[src/rtl/note_divider_ctrl.sv]
// Keypad note controller: maps a held key plus octave shift to a tone divide
// factor, either jumping to each new note or gliding one LSB per GLIDE_DIV cycles.
module note_divider_ctrl #(
  parameter int DIV_W     = 16,
  parameter int OCT_MAX   = 4,
  parameter int OCT_RESET = 2,
  parameter int GLIDE_DIV = 1024,
  parameter int OCT_W     = $clog2(OCT_MAX + 1)
) (
  input  logic             clk_i,
  input  logic             rst_i,
  input  logic             key_valid_i,
  input  logic [3:0]       key_value_i,
  input  logic             oct_up_i,
  input  logic             oct_dn_i,
  input  logic             glide_en_i,
  output logic [DIV_W-1:0] div_factor_o,
  output logic             note_active_o,
  output logic             gliding_o,
  output logic [OCT_W-1:0] oct_o
);

  localparam int               CNT_W     = (GLIDE_DIV > 1) ? $clog2(GLIDE_DIV) : 1;
  localparam logic [CNT_W-1:0] CNT_LAST  = CNT_W'(GLIDE_DIV - 1);
  localparam logic [OCT_W-1:0] OCT_TOP   = OCT_W'(OCT_MAX);
  localparam logic [OCT_W-1:0] OCT_HOME  = OCT_W'(OCT_RESET);
  localparam logic [DIV_W-1:0] DIV_RESET = DIV_W'(128);
  localparam logic [DIV_W-1:0] DIV_ONE   = DIV_W'(1);

  typedef enum logic [1:0] {
    ST_IDLE  = 2'd0,
    ST_HOLD  = 2'd1,
    ST_GLIDE = 2'd2
  } state_e;

  // Base divider for the octave at OCT_RESET; zero marks an unmapped key.
  function automatic logic [7:0] base_of(input logic [3:0] key);
    logic [7:0] b;
    case (key)
      4'h1:    b = 8'd215;
      4'h2:    b = 8'd204;
      4'h3:    b = 8'd191;
      4'hA:    b = 8'd181;
      4'h4:    b = 8'd171;
      4'h5:    b = 8'd161;
      4'h6:    b = 8'd152;
      4'hB:    b = 8'd145;
      4'h7:    b = 8'd136;
      4'h8:    b = 8'd128;
      4'h9:    b = 8'd121;
      4'hC:    b = 8'd114;
      default: b = 8'd0;
    endcase
    return b;
  endfunction

  state_e           state_q, state_d;
  logic [DIV_W-1:0] div_q, div_d;
  logic [DIV_W-1:0] tgt_q, tgt_d;
  logic [CNT_W-1:0] cnt_q, cnt_d;
  logic [OCT_W-1:0] oct_q, oct_d;
  logic             up_prev_q, up_prev_d;
  logic             dn_prev_q, dn_prev_d;
  logic             note_active_q, note_active_d;
  logic             gliding_q, gliding_d;

  logic             up_rise_s, dn_rise_s;
  logic [7:0]       base_s;
  logic             mapped_s;
  logic [DIV_W-1:0] shifted_s, tgt_calc_s, tgt_eff_s, div_step_s;

  // Octave edge detection and saturating octave register update.
  always_comb begin
    up_prev_d = oct_up_i;
    dn_prev_d = oct_dn_i;
    up_rise_s = oct_up_i & ~up_prev_q;
    dn_rise_s = oct_dn_i & ~dn_prev_q;
    oct_d     = oct_q;
    if (up_rise_s && !dn_rise_s) begin
      if (oct_q != OCT_TOP) oct_d = oct_q + OCT_W'(1);
      else                  oct_d = oct_q;
    end else if (dn_rise_s && !up_rise_s) begin
      if (oct_q != '0) oct_d = oct_q - OCT_W'(1);
      else             oct_d = oct_q;
    end else begin
      oct_d = oct_q;
    end
  end

  // Target uses the registered octave, so an octave change retargets one edge later.
  always_comb begin
    base_s   = base_of(key_value_i);
    mapped_s = key_valid_i & (base_s != 8'd0);
    if (oct_q <= OCT_HOME) shifted_s = DIV_W'(base_s) << (OCT_HOME - oct_q);
    else                   shifted_s = DIV_W'(base_s) >> (oct_q - OCT_HOME);
    if (shifted_s == '0) tgt_calc_s = DIV_ONE;
    else                 tgt_calc_s = shifted_s;
    if (mapped_s) tgt_eff_s = tgt_calc_s;
    else          tgt_eff_s = tgt_q;
    if (tgt_eff_s < div_q) div_step_s = div_q - DIV_ONE;
    else                   div_step_s = div_q + DIV_ONE;
  end

  // Note FSM: next state, divider value, glide step counter and output flags.
  always_comb begin
    state_d = state_q;
    div_d   = div_q;
    cnt_d   = cnt_q;
    tgt_d   = tgt_eff_s;
    case (state_q)
      ST_IDLE: begin
        if (mapped_s) begin
          if (glide_en_i && (tgt_calc_s != div_q)) begin
            state_d = ST_GLIDE;
            cnt_d   = '0;
          end else begin
            div_d   = tgt_calc_s;
            state_d = ST_HOLD;
          end
        end else begin
          state_d = ST_IDLE;
        end
      end
      ST_HOLD: begin
        if (!key_valid_i) begin
          state_d = ST_IDLE;
        end else if (mapped_s && (tgt_calc_s != div_q)) begin
          if (glide_en_i) begin
            state_d = ST_GLIDE;
            cnt_d   = '0;
          end else begin
            div_d   = tgt_calc_s;
          end
        end else begin
          state_d = ST_HOLD;
        end
      end
      ST_GLIDE: begin
        if (!key_valid_i) begin
          state_d = ST_IDLE;
        end else if (!glide_en_i) begin
          div_d   = tgt_eff_s;
          state_d = ST_HOLD;
        end else if (div_q == tgt_eff_s) begin
          state_d = ST_HOLD;
        end else if (cnt_q == CNT_LAST) begin
          cnt_d = '0;
          div_d = div_step_s;
          if (div_step_s == tgt_eff_s) state_d = ST_HOLD;
          else                         state_d = ST_GLIDE;
        end else begin
          cnt_d = cnt_q + CNT_W'(1);
        end
      end
      default: begin
        state_d = ST_IDLE;
      end
    endcase
    note_active_d = (state_d != ST_IDLE);
    gliding_d     = (state_d == ST_GLIDE);
  end

  // State and output registers.
  always_ff @(posedge clk_i or posedge rst_i) begin
    if (rst_i) begin
      state_q       <= ST_IDLE;
      div_q         <= DIV_RESET;
      tgt_q         <= DIV_RESET;
      cnt_q         <= '0;
      oct_q         <= OCT_HOME;
      up_prev_q     <= 1'b0;
      dn_prev_q     <= 1'b0;
      note_active_q <= 1'b0;
      gliding_q     <= 1'b0;
    end else begin
      state_q       <= state_d;
      div_q         <= div_d;
      tgt_q         <= tgt_d;
      cnt_q         <= cnt_d;
      oct_q         <= oct_d;
      up_prev_q     <= up_prev_d;
      dn_prev_q     <= dn_prev_d;
      note_active_q <= note_active_d;
      gliding_q     <= gliding_d;
    end
  end

  assign div_factor_o  = div_q;
  assign note_active_o = note_active_q;
  assign gliding_o     = gliding_q;
  assign oct_o         = oct_q;

endmodule

[config.mk]
export PLATFORM = sky130hd
export DESIGN_NAME = note_divider_ctrl
export DESIGN_NICKNAME = d
export VERILOG_FILES = /design/src/rtl/note_divider_ctrl.sv
export SDC_FILE = /design/constraint.sdc
export NUM_CORES = 1
export LEC_CHECK = 0
export CORE_UTILIZATION = 55
export CTS_BUF_LIST = sky130_fd_sc_hd__clkbuf_4
export CTS_CLUSTER_DIAMETER = 60
export DETAILED_ROUTE_END_ITERATION = 12
export PLACE_DENSITY = 0.74
export RECOVER_POWER = 25
export SLEW_MARGIN = 10
export SYNTH_ARGS = -nofsm -noshare
export SYNTH_HDL_FRONTEND = slang
export SYNTH_SLANG_ARGS = --single-unit
[constraint.sdc]
create_clock -name clk_i -period 8.3 [get_ports clk_i]
set_input_delay 2.075 -clock clk_i [delete_from_list [all_inputs] [get_ports clk_i]]
set_output_delay 2.075 -clock clk_i [all_outputs]
set_load 0.05 [all_outputs]
=== After elaboration in Yosys (flattened, before gate mapping) ===
Memory sizes are Yosys's and may differ from the RTL's.
Cells that the tools add are included.

* Register bits after elaboration: 51
* Bits in read-only memories: 128
* Output and inout port bits: 21
* Word-level logic and storage cells: 103
* Memories: 1

* $add $sub $neg: 7
* Order comparisons: 2
* Eq/ne operators: 21
* Shift-type cells: 2
* Mux-type cells: 39
* Bitwise gates (word level): 5
* Reductions and logical operators: 17

{| class="wikitable"
|+ Memory list
! name !! words !! bits a word !! rd ports !! clocked after memory_dff !! write ports !! RTL line !! RTL
|-
| (no name shown) || 16 || 8 || 1 || 0 || 0 || 39 || <nowiki>case (key)</nowiki>
|}

{| class="wikitable"
|+ Operators by type and width
! operator !! number
|-
| $mux W16 || 13
|-
| $mux W10 || 9
|-
| $pmux W16 S3 || 1
|-
| $eq A16 B16 Y1 || 2
|-
| $pmux W10 S3 || 1
|-
| $mux W2 || 10
|-
| $ne A2 B2 Y1 const B || 10
|-
| $reduce_and A9 Y1 || 2
|-
| $add A16 B1 Y16 const B || 1
|-
| $logic_not A16 Y1 || 1
|-
| $lt A16 B16 Y1 || 1
|-
| $ne A16 B16 Y1 || 1
|-
| $shl A8 B3 Y16 || 1
|-
| $shr A8 B3 Y16 || 1
|-
| $sub A16 B1 Y16 const B || 1
|-
| $mux W3 || 4
|-
| $add A10 B1 Y10 const B || 1
|-
| $eq A10 B10 Y1 const B || 1
|-
| $ne A3 B3 Y1 const B || 3
|-
| $reduce_bool A8 Y1 || 1
|-
| $pmux W2 S3 || 1
|-
| $reduce_bool A2 Y1 || 3
|-
| $reduce_bool A3 Y1 || 2
|-
| $eq A2 B2 Y1 const B || 2
|-
| other kinds (13) || 20
|}

=== Logic depth before layout (Yosys ltp) ===
Gate-level depths: netlist of run 1.

* Word-level depth: 16
* Gate-level depth with buffers: 33
* Gate-level depth less buffers: 31

=== Worst setup path after synthesis of run 1 ===
OpenSTA, ideal clock, no wires.

* Path kind: input to register
* Start: in key_value_i[0]
* End: reg gliding_q, in the netlist gliding_o
* Setup time: 0.135 ns
* Data arrival time: 8.967 ns
* Data required time: 8.165 ns
* Setup slack: -0.802 ns
* Stages on the path: 30
* Buffers on the path: 4
* Cells stage by stage: inv_1 -> ha_1 -> buf_2 -> inv_1 -> mux4_2 -> nor3_1 -> nand2b_1 -> clkbuf_1 -> clkbuf_1 -> buf_1 -> o21ai_0 -> ha_1 -> nor2b_1 -> nor3_1 -> o21ai_0 -> a31oi_1 -> o211ai_1 -> nor2_1 -> ha_1 -> a211oi_1 -> o21bai_1 -> a21oi_1 -> xor2_1 -> xor2_1 -> a41oi_1 -> a2111oi_0 -> or4b_2 -> nor4_1 -> and3_1 -> o32ai_1

* Word-level cells in the longest chain between the ends: 16

{| class="wikitable"
|+ RTL lines
! what !! RTL line !! RTL
|-
| from (decl) || 13 || <nowiki>input logic [3:0] key_value_i,</nowiki>
|-
| $mem_v2 Z16 W8 * || -- ||
|-
| $shr A8 B3 Y16 / $shl A8 B3 Y16 (equally long branches) || 95, 94 ||
|-
| $mux W16 || 94 || <nowiki>if (oct_q <= OCT_HOME) shifted_s = DIV_W'(base_s) << (OCT_HOME - oct_q);</nowiki>
|-
| $logic_not A16 Y1 || 96 || <nowiki>if (shifted_s == '0) tgt_calc_s = DIV_ONE;</nowiki>
|-
| $mux W16 || 96 ||
|-
| $mux W16 * || 98 || <nowiki>if (mapped_s) tgt_eff_s = tgt_calc_s;</nowiki>
|-
| net tgt_d[1] || 59 || <nowiki>logic [DIV_W-1:0] tgt_q, tgt_d;</nowiki>
|-
| $lt A16 B16 Y1 || 100 || <nowiki>if (tgt_eff_s < div_q) div_step_s = div_q - DIV_ONE;</nowiki>
|-
| (+2 left out) || -- ||
|-
| $mux W2 || 149 || <nowiki>if (div_step_s == tgt_eff_s) state_d = ST_HOLD;</nowiki>
|-
| $mux W2 || 146 || <nowiki>end else if (cnt_q == CNT_LAST) begin</nowiki>
|-
| $mux W2 * || 144 || <nowiki>end else if (div_q == tgt_eff_s) begin</nowiki>
|-
| $mux W2 * || 141 || <nowiki>end else if (!glide_en_i) begin</nowiki>
|-
| $mux W2 * || 139 || <nowiki>if (!key_valid_i) begin</nowiki>
|-
| $pmux W2 S3 * || 110 || <nowiki>case (state_q)</nowiki>
|-
| $eq A2 B2 Y1 * || 160 || <nowiki>gliding_d = (state_d == ST_GLIDE);</nowiki>
|-
| net gliding_d || 65 || <nowiki>logic gliding_q, gliding_d;</nowiki>
|-
| to (signal assigned) || 184 || <nowiki>gliding_q <= gliding_d;</nowiki>
|-
| to (decl) || 65 ||
|}

Mark *: on every way through the listed nets, which the timed path passes. The rest lies on a longest branch.
A chain may end at the register's enable or synchronous reset.

=== Worst setup path after layout of run 1 ===
* Start: in key_value_i[2]
* End: reg state_q[0]

* Word-level cells in the longest chain between the ends: 15

{| class="wikitable"
|+ RTL lines
! what !! RTL line !! RTL
|-
| $mem_v2 Z16 W8 * || -- ||
|-
| $shr A8 B3 Y16 / $shl A8 B3 Y16 (equally long branches) || 95, 94 ||
|-
| $mux W16 || 94 ||
|-
| $logic_not A16 Y1 || 96 ||
|-
| $mux W16 || 96 ||
|-
| $mux W16 || 98 ||
|-
| $lt A16 B16 Y1 || 100 ||
|-
| $mux W16 || 100 ||
|-
| $eq A16 B16 Y1 || 149 ||
|-
| $mux W2 || 149 ||
|-
| $mux W2 || 146 ||
|-
| $mux W2 || 144 ||
|-
| $mux W2 || 141 ||
|-
| $mux W2 || 139 ||
|-
| $pmux W2 S3 * || 110 ||
|-
| net state_d[0] || 57 || <nowiki>state_e state_q, state_d;</nowiki>
|-
| to (signal assigned) || 176 || <nowiki>state_q <= state_d;</nowiki>
|-
| to (decl) || 57 ||
|}

Marks and branches as above.

==> reports/summary.txt, run 1 <==
status = complete, but fails checks
failing checks = max-capacitance violations, max-slew violations, negative setup slack
Nets = 918
mapped cell area = 5750 µm²
Iteration-0 DRC Markers = 614
HPWL after DPL = 14000 µm
Setup-failing EPs final = 3
n_diodes = 0
flip-flop and latch area = 1280 µm²
Final Hold Fails = 0
gpl congestion = 0.984
FFs w/ async S/R, synth = 100%
Hold WC Path Type = reg2reg
fraction of layout cells with a size suffix above 1 = 29.3%
min Tclk post-route = 8400 ps
H-tree Lvls = 2
crit start category = primary input
final setup TNS = -208 ps
Max-Cap Viols = 1
non-filler cells, final = 996
CP max FO = 6
Max-slew headroom = -99.1%
vias in the first global route = 5819
post-route clock skew = 8.48 ps
via count = 6277
clock sinks = 51
Starting Density = 57.8%
Die Footprint = 10900 µm²
num rows = 36
vias per cell = 6.30
CTS Buf Count = 5
f_max = 119 MHz
CP endpoint kind = register
Post-Route WL = 19200 µm
post-synthesis net count = 757
CTS clk-pin slew, worst paths = 180 ps
final max-slew violation count = 52
Clock Tree Root = clkbuf_4
antenna violations before repair = 0
CP max stage cell = clkdlybuf4s50_1
worst-skew pair later-pin latency = 440 ps
first-pass GRT wire length = 29500 µm
CTS max path bufs = 2
synthesized instance count = 701
Util after Layout = 77.1%
Routed Antenna Nets = 0
Placed Area = 7230 µm²
number of synthesized flops with an enable pin = 0
largest net degree at the start of global routing = 52
Netlist cell types = 77
Synthesis Warnings = 0
Post-synth top flop = dfrtp_1
Die H = 104 µm
Wirelength per Cell = 19.3 µm
Die W = 104 µm
flops & latches, synth = 51
Worst Path Required = 8650 ps
final period utilization = 101%
Seq/Total Area, Yosys = 22.3%
I/O pins = 31
area of the core = 9950 µm²
fin area = 7670 µm²
Slew @ Worst Pin = 2990 ps
number of port buffers = 30
CTS tree = built
placed cells = 981
drt drc = 0
Worst EP arrival = 8750 ps
Final Worst Setup Slack = -101 ps
synthesized area per cell = 8.21 µm²
Critical Setup Path Class = in2reg
Fill cells = 701
multi-input combinational cell area = 4490 µm²
Area Growth Syn to Fin = 33.4%
gr usage total = 33.8%
Worst path max stage delay = 520 ps
First-pass DRT Iterations = 6
GRT overflow = 0
[cells by family after synthesis]
logic type,count (synthesis),synth area share (%)
compound gates,211,25.0
xor+xnor,50,7.61
fa+ha+maj,46,10.3
buf+inv,76,5.96
flops,51,22.3
mux,38,8.24
simple gates,229,20.7
[metrics by stage]
step	worst slack [ps]	hold WS, ps
6_report	-101	524
5_1_grt	-376	547
4_1_cts	7.15	527
3_5_place_dp	-679	496
3_3_place_gp	-567	479
2_1_floorplan	17.5	455
[synth_stat cells (all sizes together), types with 11 or more instances]
master	instances	area share [%]
mux2i	23	4.0
nor3	17	1.6
inv	41	2.7
nand2b	16	1.7
nor2b	15	1.6
and3	11	1.2
nor2	55	3.6
ha	44	9.6
xnor2	40	6.1
buf	14	1.9
clkbuf	21	1.4
nand3	20	1.7
o21ai	60	5.2
nand2	47	3.1
dfrtp	48	21
a21oi	42	3.7
[critical path: cells and delay by family]
family	cells	cell delay [ps]
XOR/XNOR	2	600
AND/OR/NAND/NOR	7	1110
AO/OA/AOI/OAI	17	3520
adder cells (fa/ha/maj)	2	600
buffers and inverters	3	830
[sequential cells by signal (all words and copies together) (netlist names)]
register and flops:
div_factor_o 16, note_active_o 1, gliding_o 1, tgt_q 16, dn_prev_q 1, oct_o 3, up_prev_q 1, state_q 2
cnt_q 10
[metal layers]
layer | part of all wire (%) | global-route usage (%)
met1 | 43 | 47.3
met2 | 47 | 54.4
met3 | 7.9 | 5.33
met4 | 2.2 | 8.37
met5 | 0 | 0
[placed cells by master, fill, tap and decap left out, types with 10 or more instances in the layout]
| cell | Yosys | routed |
|---|---|---|
| a21oi_1 | 42 | 36 |
| buf_4 | 2 | 155 |
| clkdlybuf4s50_1 | 0 | 25 |
| dfrtp_1 | 48 | 48 |
| ha_1 | 44 | 36 |
| inv_1 | 40 | 37 |
| mux2i_1 | 23 | 22 |
| nand2_1 | 47 | 46 |
| nand2b_1 | 16 | 16 |
| nand3_1 | 20 | 19 |
| nor2_1 | 55 | 51 |
| nor2b_1 | 15 | 13 |
| nor3_1 | 16 | 11 |
| o21a_1 | 10 | 10 |
| o21ai_0 | 59 | 52 |
| xnor2_1 | 40 | 36 |
[timing repair]
action                                  CTS  global route
pin swaps                                12            30
endpoints found under the setup margin    3             6
hold buffers                              0             0
cloned                                    0             0
buffers inserted                          2             5
gates resized for setup                  10            65
[final timing paths]
path	slack (ps)	cells past startpoint	to	startpoint
max	-100	31	state_q[0]	key_value_i[2]
min	520	1	cnt_q[5]	cnt_q[5]
max reg2reg	590	31	state_q[0]	oct_o[1]
min reg2reg	520	1	cnt_q[5]	cnt_q[5]
max in group asynchronous	3440	3	div_factor_o[10]	rst_i
min in group asynchronous	3190	3	up_prev_q	rst_i
[cell type report]
cell class | instances | area share (%)
clock buffers | 5 | 0.489
well taps | 133 | 2.17
repair buffers | 189 | 19.7
flip-flops and latches | 51 | 16.7
clock inverters | 3 | 0.440
multi-input cells | 574 | 58.5
inverters | 41 | 2.01
Power of run 1 is not shown: default switching activity piles up to over one toggle a cycle in this logic, so the estimate is an artifact.
==> run 2, diff against run 1 <==
Settings changed: TNS_END_PERCENT set to 50.
==> reports/summary.txt, run 2 (synthesis gave the netlist of run 1 again) <==
status = complete, but fails checks (unchanged)
failing checks = max-capacitance violations, max-slew violations, negative setup slack (unchanged)
flip-flop and latch area = 1280 µm² (unchanged)
Routed Antenna Nets = 0 (unchanged)
Die W = 104 µm (unchanged)
first-pass GRT wire length = 29400 µm (was 29500 µm)
worst reg-to-reg path cell count = 30 (was 31)
f_max = 120 MHz (was 119 MHz)
fin area = 7670 µm² (about the same)
Area Growth Syn to Fin = 33.4% (about the same)
First-pass DRT Iterations = 5 (was 6)
final setup TNS = -103 ps (was -208 ps)
Final Worst Setup Slack = -52.6 ps (was -101 ps)
Hold-fix buffers, CTS = 0 (unchanged)
HPWL after DPL = 14000 µm (unchanged)
Max-slew headroom = -98.8% (was -99.1%)
Wirelength per Cell = 19.3 µm (about the same)
placed cells = 981 (unchanged)
CTS Buf Count = 5 (unchanged)
Placed Area = 7230 µm² (unchanged)
Iteration-0 DRC Markers = 598 (was 614)
worst-skew pair later-pin latency = 440 ps (about the same)
Final Hold Fails = 0 (unchanged)
Setup-failing EPs final = 2 (was 3)
CP max stage cell = mux4_2 (was clkdlybuf4s50_1)
min Tclk post-route = 8350 ps (was 8400 ps)
Starting Density = 57.8% (unchanged)
Post-Route WL = 19200 µm (about the same)
Worst EP arrival = 8680 ps (was 8750 ps)
Hold WC Path Type = reg2reg (unchanged)
gr usage total = 33.8% (about the same)
CP endpoint kind = register (unchanged)
r2r setup slk = 420 ps (was 590 ps)
number of port buffers = 30 (unchanged)
Critical Setup Path Class = in2reg (unchanged)
CTS max path bufs = 2 (unchanged)
antenna violations before repair = 0 (unchanged)
vias per cell = 6.22 (was 6.30)
commonest non-fill, non-tap cell in the layout = buf_4 (unchanged)
Die Footprint = 10900 µm² (unchanged)
crit start category = primary input (unchanged)
CTS tree = built (unchanged)
via count = 6195 (was 6277)
Max-Cap Viols = 1 (unchanged)
I/O pins = 31 (unchanged)
final max-slew violation count = 52 (unchanged)
Worst path max stage delay = 530 ps (was 520 ps)
area of the core = 9950 µm² (unchanged)
most frequent cells in the layout = buf_4 (155), o21ai_0 (52), nor2_1 (50) (was buf_4 (155), o21ai_0 (52), nor2_1 (51))
final period utilization = 101% (about the same)
Worst Path Required = 8630 ps (was 8650 ps)
Fill cells = 703 (was 701)
GRT overflow = 0 (unchanged)
num rows = 36 (unchanged)
WHS Path Cells = 1 (unchanged)
clock sinks = 51 (unchanged)
Nets = 918 (unchanged)
Slew @ Worst Pin = 2980 ps (was 2990 ps)
Setup WS pre-CTS = -679 ps (unchanged)
fraction of layout cells with a size suffix above 1 = 29.3% (unchanged)
post-route clock skew = 14.9 ps (was 8.48 ps)
CTS clk-pin slew, worst paths = 180 ps (about the same)
non-filler cells, final = 996 (unchanged)
Clock Tree Root = clkbuf_4 (unchanged)
multi-input combinational cell area = 4480 µm² (was 4490 µm²)
Die H = 104 µm (unchanged)
CP max FO = 6 (unchanged)
largest net degree at the start of global routing = 52 (unchanged)
H-tree Lvls = 2 (unchanged)
drt drc = 0 (unchanged)
vias in the first global route = 5814 (was 5819)
gpl congestion = 0.984 (unchanged)
n_diodes = 0 (unchanged)
## run 2: per-stage QoR
stage,util [%],hold WS [ps]
after floorplan,-,455
after global placement,72.6,479
after detailed placement,72.6,496
after CTS,73.7,527
after global routing,77.1,547
final,77.1,522
## run 2: final cells by class
class	count	share of cell area [%]
multi-input combinational	574	58.4
timing repair buffer	189	19.8
sequential	51	16.7
tap	133	2.17
inverter	41	2.01
clock buffer	5	0.489
clock inverter	3	0.440
## run 2: path summary, 6_finish.rpt
kind	startpoint	endpoint
max reg2reg	oct_o[1]	state_q[1]
min	cnt_q[5]	cnt_q[5]
min reg2reg	cnt_q[5]	cnt_q[5]
min in group asynchronous	rst_i	up_prev_q
max in group asynchronous	rst_i	div_factor_o[10]
max	key_value_i[1]	state_q[1]
## run 2: layer usage
metal  track usage (%)  wire [µm]  up-vias
met3              5.33       1500       37
met5                 0          0        -
met1              47.2       8220     3001
met4              8.37        380        0
li1                  -          -     2891
met2              54.4       9120      266
## run 2: timing repair
item,4_1_cts,5_1_grt
setup buffers,2,5
resized for setup,9,67
setup endpoints to repair,3,6
cloned,0,0
endpoints found under the hold margin,0,0
pin swaps,11,28
## run 2: critical path: cells and delay by family
family | cells | cell delay [ps]
adder cells (fa/ha/maj) | 3 | 740
buffers and inverters | 2 | 310
AO/OA/AOI/OAI | 11 | 2170
AND/OR/NAND/NOR | 10 | 1880
XOR/XNOR | 2 | 470
multiplexers | 2 | 1020
Power of run 2 is left out for the same reason.
==> run 3, diff against run 2 <==
Settings changed: ABC_AREA set to 0.
==> results of run 3 <==
Final layout, timing and power as in run 2 (identical DEF).
Power of run 3 is left out for the same reason.
